## config.mk

```make
export PLATFORM = sky130hd
export DESIGN_NAME = mem_write_flat
export DESIGN_NICKNAME = d
export VERILOG_FILES = /design/src/rtl/mem_write_if.sv /design/src/rtl/mem_write.sv /design/src/flat_wrapper.sv
export SDC_FILE = /design/constraint.sdc
export NUM_CORES = 1
export LEC_CHECK = 0
export CORE_ASPECT_RATIO = 2
export CORE_MARGIN = 5
export CORE_UTILIZATION = 30
export CTS_CLUSTER_DIAMETER = 40
export CTS_CLUSTER_SIZE = 24
export DETAILED_ROUTE_END_ITERATION = 12
export GPL_TIMING_DRIVEN = 0
export SKIP_LAST_GASP = 1
export SYNTH_ARGS = -nofsm -noshare
export SYNTH_HDL_FRONTEND = slang
export SYNTH_SLANG_ARGS = --single-unit
```

## constraint.sdc

```tcl
create_clock -name clk -period 5.8 [get_ports clk]
set_input_delay 1.74 -clock clk [delete_from_list [all_inputs] [get_ports clk]]
set_output_delay 1.74 -clock clk [all_outputs]
set_load 0.05 [all_outputs]
```

## src/rtl/mem_write_if.sv

```systemverilog
// Write-side bus between the pattern generator and an AXI write master:
// burst request (wr_start/wr_addr/wr_size/wr_idle), data stream
// (data_out/data_out_valid/data_out_ready) and burst completion (wr_done).
//   master : the pattern generator (drives request and data)
//   slave  : the AXI write master (drives wr_idle, data_out_ready, wr_done)
interface mem_write_if #(
  parameter int unsigned ADDR_W = 64,
  parameter int unsigned XFER_W = 32,
  parameter int unsigned DATA_W = 256
);
  logic              wr_start;
  logic [ADDR_W-1:0] wr_addr;
  logic [XFER_W-1:0] wr_size;
  logic              wr_idle;
  logic [DATA_W-1:0] data_out;
  logic              data_out_valid;
  logic              data_out_ready;
  logic              wr_done;

  modport master (
    output wr_start, wr_addr, wr_size, data_out, data_out_valid,
    input  wr_idle, data_out_ready, wr_done
  );

  modport slave (
    input  wr_start, wr_addr, wr_size, data_out, data_out_valid,
    output wr_idle, data_out_ready, wr_done
  );
endinterface

```

## src/rtl/mem_write.sv

```systemverilog
// Memory write test-pattern generator. On start it issues fixed-size write
// bursts at base_address + n*addr_increment while the next offset stays within
// mem_max_addr, streaming an incrementing byte pattern seeded by pattern_seed.
// Ports:
//   clk, reset            clock, synchronous active-high reset
//   start                 begin a run (only honoured in IDLE)
//   base_address          first burst byte address
//   addr_increment        offset step between bursts
//   mem_max_addr          inclusive upper offset limit
//   pattern_seed          value of byte 0 of the run
//   done                  one-cycle pulse at the end of a run
//   burst_count           bursts completed in the current run
//   wr                    write-master bus (request, data stream, completion)
module mem_write #(
  parameter int unsigned C_AXIS_TDATA_WIDTH  = 256,
  parameter int unsigned C_M_AXI_ADDR_WIDTH  = 64,
  parameter int unsigned C_XFER_SIZE_WIDTH   = 32,
  parameter int unsigned WRITE_DATA_SIZE     = 32,
  parameter int unsigned WRITE_MEM_ADDR_SIZE = 32,
  parameter int unsigned BEAT_CTR_SIZE       = 32
) (
  input  logic                           clk,
  input  logic                           reset,
  input  logic                           start,
  input  logic [C_M_AXI_ADDR_WIDTH-1:0]  base_address,
  input  logic [WRITE_MEM_ADDR_SIZE-1:0] addr_increment,
  input  logic [WRITE_MEM_ADDR_SIZE-1:0] mem_max_addr,
  input  logic [7:0]                     pattern_seed,
  output logic                           done,
  output logic [BEAT_CTR_SIZE-1:0]       burst_count,
  mem_write_if.master                    wr
);

  localparam int unsigned BYTES_PER_BEAT = C_AXIS_TDATA_WIDTH / 8;
  localparam int unsigned BEATS_RAW      = (WRITE_DATA_SIZE * 8) / C_AXIS_TDATA_WIDTH;
  localparam int unsigned BEATS          = (BEATS_RAW == 0) ? 1 : BEATS_RAW;
  localparam int unsigned OFF_W          = WRITE_MEM_ADDR_SIZE;

  typedef enum logic [2:0] {
    IDLE      = 3'd0,
    CHECK     = 3'd1,
    REQ       = 3'd2,
    STREAM    = 3'd3,
    WAIT_DONE = 3'd4
  } state_t;

  state_t                          state_q, state_d;
  logic [OFF_W-1:0]                offset_q, offset_d;
  logic [BEAT_CTR_SIZE-1:0]        byte_cnt_q, byte_cnt_d;
  logic [BEAT_CTR_SIZE-1:0]        beat_cnt_q, beat_cnt_d;
  logic [BEAT_CTR_SIZE-1:0]        burst_cnt_q, burst_cnt_d;
  logic [C_M_AXI_ADDR_WIDTH-1:0]   base_q, base_d;
  logic [OFF_W-1:0]                inc_q, inc_d;
  logic [OFF_W-1:0]                max_q, max_d;
  logic [7:0]                      seed_q, seed_d;
  logic                            done_q, done_d;
  logic                            wr_start_q, wr_start_d;
  logic [C_M_AXI_ADDR_WIDTH-1:0]   wr_addr_q, wr_addr_d;
  logic [C_XFER_SIZE_WIDTH-1:0]    wr_size_q, wr_size_d;
  logic [C_AXIS_TDATA_WIDTH-1:0]   data_q, data_d;
  logic                            valid_q, valid_d;

  // One extra bit so offset + increment can never wrap past the limit test
  logic [OFF_W:0]                  next_off_ext;
  logic [BEAT_CTR_SIZE-1:0]        byte_nxt;

  // Byte lane i carries seed + byte_counter + i (mod 256)
  function automatic logic [C_AXIS_TDATA_WIDTH-1:0] gen_beat(
    input logic [7:0]               seed,
    input logic [BEAT_CTR_SIZE-1:0] cnt
  );
    logic [C_AXIS_TDATA_WIDTH-1:0] beat;
    beat = '0;
    for (int unsigned i = 0; i < BYTES_PER_BEAT; i++) begin
      beat[8*i +: 8] = seed + 8'(cnt) + 8'(i);
    end
    return beat;
  endfunction

  // Next-state and output decode
  always_comb begin
    state_d      = state_q;
    offset_d     = offset_q;
    byte_cnt_d   = byte_cnt_q;
    beat_cnt_d   = beat_cnt_q;
    burst_cnt_d  = burst_cnt_q;
    base_d       = base_q;
    inc_d        = inc_q;
    max_d        = max_q;
    seed_d       = seed_q;
    done_d       = 1'b0;
    wr_start_d   = 1'b0;
    wr_addr_d    = wr_addr_q;
    wr_size_d    = wr_size_q;
    data_d       = data_q;
    valid_d      = valid_q;
    next_off_ext = {1'b0, offset_q} + {1'b0, inc_q};
    byte_nxt     = byte_cnt_q + BEAT_CTR_SIZE'(BYTES_PER_BEAT);

    case (state_q)
      IDLE: begin
        if (start) begin
          offset_d    = '0;
          byte_cnt_d  = '0;
          burst_cnt_d = '0;
          base_d      = base_address;
          inc_d       = addr_increment;
          max_d       = mem_max_addr;
          seed_d      = pattern_seed;
          state_d     = CHECK;
        end
      end

      CHECK: begin
        if ((max_q == '0) || (inc_q == '0) || (next_off_ext > {1'b0, max_q})) begin
          done_d  = 1'b1;
          state_d = IDLE;
        end else begin
          state_d = REQ;
        end
      end

      // Request and first beat are registered together on the same edge
      REQ: begin
        if (wr.wr_idle) begin
          wr_start_d = 1'b1;
          wr_addr_d  = base_q + C_M_AXI_ADDR_WIDTH'(offset_q);
          wr_size_d  = C_XFER_SIZE_WIDTH'(WRITE_DATA_SIZE);
          offset_d   = offset_q + inc_q;
          beat_cnt_d = '0;
          data_d     = gen_beat(seed_q, byte_cnt_q);
          valid_d    = 1'b1;
          state_d    = STREAM;
        end
      end

      STREAM: begin
        if (valid_q && wr.data_out_ready) begin
          byte_cnt_d = byte_nxt;
          if (beat_cnt_q == BEAT_CTR_SIZE'(BEATS - 1)) begin
            valid_d = 1'b0;
            state_d = WAIT_DONE;
          end else begin
            beat_cnt_d = beat_cnt_q + BEAT_CTR_SIZE'(1);
            data_d     = gen_beat(seed_q, byte_nxt);
          end
        end
      end

      WAIT_DONE: begin
        if (wr.wr_done) begin
          burst_cnt_d = burst_cnt_q + BEAT_CTR_SIZE'(1);
          state_d     = CHECK;
        end
      end

      default: begin
        state_d = IDLE;
      end
    endcase
  end

  // State and output registers
  always_ff @(posedge clk) begin
    if (reset) begin
      state_q     <= IDLE;
      offset_q    <= '0;
      byte_cnt_q  <= '0;
      beat_cnt_q  <= '0;
      burst_cnt_q <= '0;
      base_q      <= '0;
      inc_q       <= '0;
      max_q       <= '0;
      seed_q      <= '0;
      done_q      <= 1'b0;
      wr_start_q  <= 1'b0;
      wr_addr_q   <= '0;
      wr_size_q   <= '0;
      data_q      <= '0;
      valid_q     <= 1'b0;
    end else begin
      state_q     <= state_d;
      offset_q    <= offset_d;
      byte_cnt_q  <= byte_cnt_d;
      beat_cnt_q  <= beat_cnt_d;
      burst_cnt_q <= burst_cnt_d;
      base_q      <= base_d;
      inc_q       <= inc_d;
      max_q       <= max_d;
      seed_q      <= seed_d;
      done_q      <= done_d;
      wr_start_q  <= wr_start_d;
      wr_addr_q   <= wr_addr_d;
      wr_size_q   <= wr_size_d;
      data_q      <= data_d;
      valid_q     <= valid_d;
    end
  end

  assign done              = done_q;
  assign burst_count       = burst_cnt_q;
  assign wr.wr_start       = wr_start_q;
  assign wr.wr_addr        = wr_addr_q;
  assign wr.wr_size        = wr_size_q;
  assign wr.data_out       = data_q;
  assign wr.data_out_valid = valid_q;

endmodule
```

## src/flat_wrapper.sv

```systemverilog
// flat-port wrapper written by rule: the top's interface ports become plain ports
module mem_write_flat 
#(
  parameter int unsigned C_AXIS_TDATA_WIDTH  = 256,
  parameter int unsigned C_M_AXI_ADDR_WIDTH  = 64,
  parameter int unsigned C_XFER_SIZE_WIDTH   = 32,
  parameter int unsigned WRITE_DATA_SIZE     = 32,
  parameter int unsigned WRITE_MEM_ADDR_SIZE = 32,
  parameter int unsigned BEAT_CTR_SIZE       = 32
)
  (clk, reset, start, base_address, addr_increment, mem_max_addr, pattern_seed, done, burst_count, wr_wr_start, wr_wr_addr, wr_wr_size, wr_data_out, wr_data_out_valid, wr_wr_idle, wr_data_out_ready, wr_wr_done);
  mem_write_if wr_i ();
  input  logic clk;
  input  logic reset;
  input  logic start;
  input  logic [C_M_AXI_ADDR_WIDTH-1:0] base_address;
  input  logic [WRITE_MEM_ADDR_SIZE-1:0] addr_increment;
  input  logic [WRITE_MEM_ADDR_SIZE-1:0] mem_max_addr;
  input  logic [7:0] pattern_seed;
  output logic done;
  output logic [BEAT_CTR_SIZE-1:0] burst_count;
  output wire logic [$bits(wr_i.wr_start)-1:0] wr_wr_start;
  output wire logic [$bits(wr_i.wr_addr)-1:0] wr_wr_addr;
  output wire logic [$bits(wr_i.wr_size)-1:0] wr_wr_size;
  output wire logic [$bits(wr_i.data_out)-1:0] wr_data_out;
  output wire logic [$bits(wr_i.data_out_valid)-1:0] wr_data_out_valid;
  input wire logic [$bits(wr_i.wr_idle)-1:0] wr_wr_idle;
  input wire logic [$bits(wr_i.data_out_ready)-1:0] wr_data_out_ready;
  input wire logic [$bits(wr_i.wr_done)-1:0] wr_wr_done;
  assign wr_wr_start = wr_i.wr_start;
  assign wr_wr_addr = wr_i.wr_addr;
  assign wr_wr_size = wr_i.wr_size;
  assign wr_data_out = wr_i.data_out;
  assign wr_data_out_valid = wr_i.data_out_valid;
  assign wr_i.wr_idle = wr_wr_idle;
  assign wr_i.data_out_ready = wr_data_out_ready;
  assign wr_i.wr_done = wr_wr_done;
  mem_write #(.C_AXIS_TDATA_WIDTH(C_AXIS_TDATA_WIDTH), .C_M_AXI_ADDR_WIDTH(C_M_AXI_ADDR_WIDTH), .C_XFER_SIZE_WIDTH(C_XFER_SIZE_WIDTH), .WRITE_DATA_SIZE(WRITE_DATA_SIZE), .WRITE_MEM_ADDR_SIZE(WRITE_MEM_ADDR_SIZE), .BEAT_CTR_SIZE(BEAT_CTR_SIZE)) u_core (.clk(clk), .reset(reset), .start(start), .base_address(base_address), .addr_increment(addr_increment), .mem_max_addr(mem_max_addr), .pattern_seed(pattern_seed), .done(done), .burst_count(burst_count), .wr(wr_i));
endmodule
```

==> summary.txt, run 1 <==
Outcome
  – Status: finished, final reports clean

Yosys
  – Unique masters post-synth: 72
  – Post-synthesis adder-cell area fraction: 0.0657
  – XOR/XNOR Fraction of Synth Area: 0.0893
  – Synth Flop Type: dfxtp_1
  – Synth Area in Compound Gates: 0.189
  – Syn. warnings: 0
  – Synthesized netlist cell count: 3067
  – Post-Syn Area: 24400 sq um
  – Syn avg cell area: 7.96 sq um
  – Register area share after synthesis: 0.380
  – Ys async rst share: 0
  – Post-synth EDFFs: 0
  – Seq cells post-synth: 464
  – Main combinational cell family by area after synthesis: simple AND/OR/NAND/NOR gates
  – Simple-gate portion of the synthesized area: 0.192
  – Mux cell area share after synthesis: 0.00246

Worst setup path
  – Arr. time, crit path: 5.85 ns
  – CP Cell Sequence: ha_1, inv_1, fa_1, nand2b_1, a21oi_1, o221a_2, a21oi_1, or3_1, a311oi_1, xor2_1, ha_1, a21o_1, a21o_1, a21oi_1, o21ai_0, o22ai_1, a21oi_1, a311oi_1, a21boi_0
  – Crit path to: u_core.done
  – WP data required: 6.26 ns
  – Worst R2R Path Depth: 19
  – RR Startpoint: u_core.inc_q[0]
  – Crit path top cell by count: a21oi_1
  – CP Class: flip-flop to flip-flop
  – FF-to-FF setup slack: 0.41 ns
  – Critical Path Source Type: flip-flop
  – Critical path launch point: u_core.inc_q[0]
  – Worst R2R End: u_core.done
  – Crit-path slowest cell: a311oi_1
  – Longest individual stage delay on the worst path: 0.57 ns
  – Critical path peak fanout: 4
  – Critical Path End Type: flip-flop

Pwr
  – Pwr per Cell Area: 329 nW/um^2
  – Static Leakage: 12.4 nW
  – Sw frac: 0.400
  – Part of the power in registers: 0.347
  – Power Total: 10.7 mW
  – IR drop worst, VDD: 0.253 mV
  – P_int: 6.44 mW
  – Switch Pwr: 4.30 mW
  – Clk pwr share: 0.326
  – Combinational power share: 0.326

Place
  – Placed Area: 30800 sq um
  – Final HPWL DP: 85500 microns
  – Placer congestion estimate: 0.982
  – Placed insts: 4644
  – Port bufs: 496

GRT
  – Initial antenna violation count: 5
  – Vias in the first global route: 23565
  – Largest net degree at the start of global routing: 20
  – GRT Util Overall: 0.229
  – Global-route wire length before repair: 150000 microns
  – Total gr overflow: 0

Timing
  – F_max: 186 MHz
  – Setup Skew: 0.0186 ns
  – Tcrit/Tclk final: 0.929
  – Post-route minimum period: 5.39 ns
  – Worst slew margin: 0.117
  – Worst Tran Pin Value: 1.32 ns
  – Post-Route Setup TNS: 0 ns
  – Final Max Slew Viols: 0
  – Setup violations, final: 0
  – Endpoints failing hold: 0
  – Unrepaired setup endpoints after global routing: false

Flow run
  – Max cap viols: 0

CTS
  – Clock latency on the worst-skew pair: 0.62 ns
  – Clk sinks: 464
  – H-tree levels: 2
  – CTS tree: done
  – Post-CTS Hold Fix Bufs: 0
  – Setup Buffers After CTS: 0
  – CTS Buf Count: 51
  – CTS root buffer: clkbuf_16
  – Longest Clk Path Bufs: 3
  – Clock transition at path regs: 0.07 ns
  – Resized Gates After CTS: 0

Die
  – CORE AREA: 81100 sq um
  – Die Ht: 413 microns
  – Num rows: 148
  – Die area: 87500 sq um
  – Io pins: 529
  – Initial core utilization: 0.301
  – Width of the die: 212 microns

Final layout
  – # nets final: 3916
  – Commonest non-fill, non-tap cells in the layout: 568 x nand2_1, 496 x clkdlybuf4s50_1, 464 x dfxtp_1, 349 x a21oi_1, 255 x nor2_1
  – Area added between synthesis and finish: 33.7%
  – Fillers: 8387
  – Final Non-Filler Cells: 4740
  – Most common cell after layout, fill and taps aside: nand2_1
  – Fin util: 0.402
  – Post-Layout Inst Area: 32600 sq um
  – Layout cells sized above 1: 0.0700

Route
  – Iteration-0 DRC Markers: 1131
  – ANT nets after route: 0
  – Final WL: 105000 microns
  – Routed vias/inst: 4.97
  – 1st-pass router iterations: 5
  – Via Count: 23572
  – DRC Markers: 0
  – Routed length per instance: 22.1 microns

Hold path
  – Worst min-delay path class: flip-flop to flip-flop
-- flip-flops by register name, indices dropped and copies added (netlist names) --
register / cells
u_core.burst_count: 32
u_core.max_q: 32
u_core.seed_q: 8
u_core.beat_cnt_q: 32
u_core.done: 1
u_core.wr.wr_start: 1
u_core.offset_q: 32
u_core.wr.wr_size: 1
u_core.wr.data_out: 158
u_core.base_q: 64
u_core.byte_cnt_q: 3
u_core.state_q: 3
u_core.wr.data_out_valid: 1
u_core.inc_q: 32
u_core.wr.wr_addr: 64
-- through the flow --
| step | setup slack, ns | hold WS [ns] |
|---|---|---|
| after CTS | 0.449 | 0.455 |
| after floorplan | 1.75 | 0.441 |
| final | 0.411 | 0.452 |
| after global placement | -0.769 | 0.441 |
| after global routing | 0.280 | 0.467 |
| after detailed placement | 0.330 | 0.444 |
-- cell usage after synthesis (5+ instances only) --
cell	instances	area (sq um)
a21boi_0	6	45.0
dfxtp_1	464	9290
a32o_1	8	80.1
xor2_1	108	946
ha_1	125	1560
o21ai_0	98	490
o21bai_1	10	75.1
o21a_1	9	67.6
a22oi_1	12	90.1
o211ai_1	11	82.6
xnor2_1	141	1230
buf_1	11	41.3
nor4_1	24	150
o31ai_1	7	52.6
a211oi_1	76	571
nand3_1	66	330
nand2_1	568	2130
a221oi_1	7	61.3
a21o_1	48	360
and4_1	9	78.8
nor2b_1	16	100
nor2_1	255	957
nor3_1	24	120
buf_4	130	976
a21oi_1	349	1750
a31oi_1	24	150
inv_1	73	274
mux2i_1	6	60.1
clkbuf_1	168	631
and2_1	10	62.6
and3_1	30	188
nand2b_1	7	43.8
o21ai_1	5	25.0
or3_1	18	113
o2111ai_1	6	52.6
buf_2	6	30.0
a22o_1	24	210
nand4_1	35	219
a211oi_2	10	125
or2_2	5	31.3
-- routing by layer --
layer / up-vias / routed length (microns) / global-route usage
met2: 852 / 53900 / 0.428
met4: 4 / 8510 / 0.156
li1: 11533 / - / -
met5: - / 21 / 0
met3: 258 / 7180 / 0.0514
met1: 10925 / 35200 / 0.220
-- worst min-delay path by stage --
stage                            startpoint                       to  cells past startpoint
floorplan                  u_core.base_q[0]         u_core.base_q[0]                      2
global placement    u_core.wr.data_out[221]  u_core.wr.data_out[221]                      2
detailed placement    u_core.wr.wr_addr[10]    u_core.wr.wr_addr[10]                      2
CTS                 u_core.wr.data_out[230]  u_core.wr.data_out[230]                      2
global route        u_core.wr.data_out[230]  u_core.wr.data_out[230]                      2
finish              u_core.wr.data_out[157]  u_core.wr.data_out[157]                      2
-- layout make-up --
| class | instances | area [sq um] | area share |
|---|---|---|---|
| diodes | 2 | 5.00 | 0.000153 |
| plain buffers | 315 | 1680 | 0.0514 |
| clock buffers | 54 | 1340 | 0.0411 |
| clock inverters | 40 | 468 | 0.0143 |
| inverters | 75 | 282 | 0.00863 |
| multi-input cells | 2243 | 13300 | 0.407 |
| flip-flops and latches | 464 | 9290 | 0.285 |
| well taps | 1050 | 1310 | 0.0403 |
| repair buffers | 497 | 4970 | 0.152 |
-- logic make-up after synthesis --
group,count (synthesis)
buffers and inverters,390
AOI/OAI and AO/OA,746
DFF,464
muxes,6
adders and majority gates,127
xor gates and xnor gates,249
and+or+nand+nor,1084
other,1
-- power by group through the flow --
stage | Clock [mW] | Combinational, mW | Sequential (mW)
final | 3.50 | 3.51 | 3.73
after global routing | 3.69 | 3.75 | 3.76
after CTS | 3.58 | 3.52 | 3.73
after detailed placement | 0 | 3.51 | 3.80
after global placement | 0 | 3.50 | 3.80
after floorplan | 0 | 1.73 | 4.24
-- worst max-delay path: cells and delay by family, from the launching register on --
kind	cells	cell delay, ns
fa+ha+maj	3	0.98
compound gates	12	2.78
xor+xnor	1	0.32
flops	1	0.49
simple gates	2	0.60
buf+inv	1	0.06
Power figures use the tool's default switching activity.
==> inputs of run 2 (changes only) <==
--- a/config.mk
+++ b/config.mk
@@ -12,6 +12,7 @@
 export CTS_CLUSTER_SIZE = 24
 export DETAILED_ROUTE_END_ITERATION = 12
 export GPL_TIMING_DRIVEN = 0
+export MAX_ROUTING_LAYER = met4
 export SKIP_LAST_GASP = 1
 export SYNTH_ARGS = -nofsm -noshare
 export SYNTH_HDL_FRONTEND = slang
==> run 2 against run 1 <==
Final cell count is the same. Utilization shrank 0.057 points. Sequential power is essentially flat. Worst hold slack gained 0.0038 ns. Global-route usage grew 0.80 points. Register-to-register slack is essentially flat.
==> summary.txt, run 2 (synthesized netlist as in run 1, its figures left out) <==
Die
  – Initial core utilization: 0.301 (unchanged)
  – Die Ht: 413 microns (unchanged)
  – CORE AREA: 81100 sq um (unchanged)
  – Width of the die: 212 microns (unchanged)
  – Die area: 87500 sq um (unchanged)
  – Io pins: 529 (unchanged)
  – Num rows: 148 (unchanged)

Worst setup path
  – CP Class: flip-flop to flip-flop (unchanged)
  – Critical Path End Type: flip-flop (unchanged)
  – Critical path launch point: u_core.inc_q[0] (unchanged)
  – WP data required: 6.27 ns (was 6.26 ns)
  – Worst R2R End: u_core.done (unchanged)
  – Worst R2R Path Depth: 19 (unchanged)
  – Critical Path Source Type: flip-flop (unchanged)
  – RR Startpoint: u_core.inc_q[0] (unchanged)
  – FF-to-FF setup slack: 0.42 ns (was 0.41 ns)
  – Crit path to: u_core.done (unchanged)
  – Critical path peak fanout: 4 (unchanged)
  – Arr. time, crit path: 5.85 ns (about the same)

CTS
  – CTS tree: done (unchanged)
  – Setup Buffers After CTS: 0 (unchanged)
  – Clk sinks: 464 (unchanged)
  – Post-CTS Hold Fix Bufs: 0 (unchanged)
  – H-tree levels: 2 (unchanged)
  – Longest Clk Path Bufs: 3 (unchanged)
  – Clock transition at path regs: 0.07 ns (about the same)
  – Resized Gates After CTS: 0 (unchanged)
  – CTS Buf Count: 49 (was 51)
  – CTS root buffer: clkbuf_16 (unchanged)
  – Clock latency on the worst-skew pair: 0.64 ns (was 0.62 ns)

Pwr
  – IR drop worst, VDD: 0.232 mV (was 0.253 mV)
  – Static Leakage: 12.4 nW (about the same)
  – Pwr per Cell Area: 328 nW/um^2 (was 329 nW/um^2)

Outcome
  – Status: finished, final reports clean (unchanged)

Timing
  – Endpoints failing hold: 0 (unchanged)
  – Unrepaired setup endpoints after global routing: false (unchanged)
  – Tcrit/Tclk final: 0.928 (was 0.929)
  – Worst slew margin: 0.131 (was 0.117)
  – Final Max Slew Viols: 0 (unchanged)
  – F_max: 186 MHz (about the same)
  – Post-route minimum period: 5.38 ns (was 5.39 ns)
  – Setup violations, final: 0 (unchanged)
  – Setup WS post-layout: 0.417 ns (was 0.411 ns)
  – Setup Skew: 0.0393 ns (was 0.0186 ns)
  – Post-Route Setup TNS: 0 ns (unchanged)
  – Worst Tran Pin Value: 1.29 ns (was 1.32 ns)

Route
  – Iteration-0 DRC Markers: 1085 (was 1131)
  – 1st-pass router iterations: 5 (unchanged)
  – Routed vias/inst: 4.98 (was 4.97)
  – ANT nets after route: 0 (unchanged)
  – Final WL: 106000 microns (was 105000 microns)
  – DRC Markers: 0 (unchanged)
  – Via Count: 23624 (was 23572)
  – Routed length per instance: 22.3 microns (was 22.1 microns)

Final layout
  – Footprint of the multi-input gates: 13300 sq um (about the same)
  – Layout cells sized above 1: 0.0687 (was 0.0700)
  – Area added between synthesis and finish: 33.5% (was 33.7%)
  – Most common cell after layout, fill and taps aside: nand2_1 (unchanged)
  – # nets final: 3914 (was 3916)
  – Register area: 9290 sq um (unchanged)
  – Max FFs per register: 158 (unchanged)
  – Commonest non-fill, non-tap cells in the layout: 568 x nand2_1, 496 x clkdlybuf4s50_1, 464 x dfxtp_1, 349 x a21oi_1, 255 x nor2_1 (unchanged)
  – Fillers: 8398 (was 8387)

GRT
  – Total gr overflow: 0 (unchanged)
  – Largest net degree at the start of global routing: 21 (was 20)
  – Global-route wire length before repair: 151000 microns (was 150000 microns)
  – GRT Util Overall: 0.237 (was 0.229)
  – Initial antenna violation count: 5 (unchanged)
  – Vias in the first global route: 23445 (was 23565)

Hold path
  – Hold path startpoint: u_core.wr.data_out[92] (was u_core.wr.data_out[157])
  – Worst min-delay path class: flip-flop to flip-flop (unchanged)

Place
  – Placer congestion estimate: 0.979 (was 0.982)
  – Final HPWL DP: 86100 microns (was 85500 microns)
  – Port bufs: 496 (unchanged)
  – Setup slack after placement: 0.357 ns (was 0.330 ns)

Flow run
  – Max cap viols: 0 (unchanged)
-- run 2: cell types whose count changed in the layout (fill, tap and decap cells not counted), moves of 2 or more --
| cell | previous run | this run |
|---|---|---|
| clkbuf_1 | 168 | 170 |
| diode_2 | 2 | 6 |
| clkbuf_16 | 53 | 49 |
| inv_8 | 9 | 5 |
| inv_12 | 4 | 2 |
| clkinv_4 | 1 | 6 |
| clkinvlp_4 | 7 | 1 |
| clkinv_2 | 2 | 4 |
| bufinv_16 | 1 | 4 |
-- run 2: critical path: stages, from the launching register on --
cell and delay, ns:
dfxtp_1 0.49, ha_1 0.22, inv_1 0.06, fa_1 0.44, nand2b_1 0.19, a21oi_1 0.31
o221a_2 0.32, a21oi_1 0.13, or3_1 0.43, a311oi_2 0.42, xor2_1 0.33, ha_1 0.31
a21o_1 0.16, a21o_1 0.17, a21oi_1 0.18, o21ai_0 0.12, o22ai_1 0.17, a21oi_1 0.10
a311oi_1 0.48, a21boi_0 0.21
-- run 2: stage by stage --
step | utilization | total power [mW] | hold WS [ns] | area [sq um] | instances
global placement | 0.380 | 7.31 | 0.438 | 30800 | 4643
global route | 0.402 | 11.2 | 0.468 | 32600 | 4739
finish | 0.402 | 10.7 | 0.456 | 32600 | 4740
detailed placement | 0.380 | 7.33 | 0.444 | 30800 | 4644
floorplan | - | 5.98 | 0.441 | 24500 | 3097
CTS | 0.401 | 10.8 | 0.457 | 32600 | 4734
-- run 2: metal layers --
metal  global-route usage  vias up  share of wire
li1                     -    11533              -
met1                0.222    10938           0.34
met2                0.432      855           0.51
met3               0.0485      298          0.066
met4                0.158        0          0.081
met5                    -        -              0
-- run 2: worst min-delay path by stage --
stage / to / cells past startpoint
6_report: u_core.wr.data_out[92] / 2
5_1_grt: u_core.wr.wr_addr[11] / 2
4_1_cts: u_core.wr.data_out[93] / 2
3_5_place_dp: u_core.wr.wr_addr[7] / 2
3_3_place_gp: u_core.wr.data_out[221] / 2
2_1_floorplan: u_core.base_q[0] / 2
-- run 2: power breakdown --
group          leakage (nW)  internal (mW)  switching (mW)  total [mW]
Clock                 0.852           1.84            1.61        3.45
Sequential             3.77           3.47           0.259        3.73
Combinational          7.75           1.13            2.39        3.52
-- run 2: cell type report --
type                    instances  share of cell area
multi-input cells            2243               0.408
flip-flops and latches        464               0.285
repair buffers                497               0.153
plain buffers                 315              0.0515
well taps                    1050              0.0403
clock buffers                  53              0.0387
clock inverters                37              0.0149
inverters                      75             0.00864
diodes                          6            0.000461
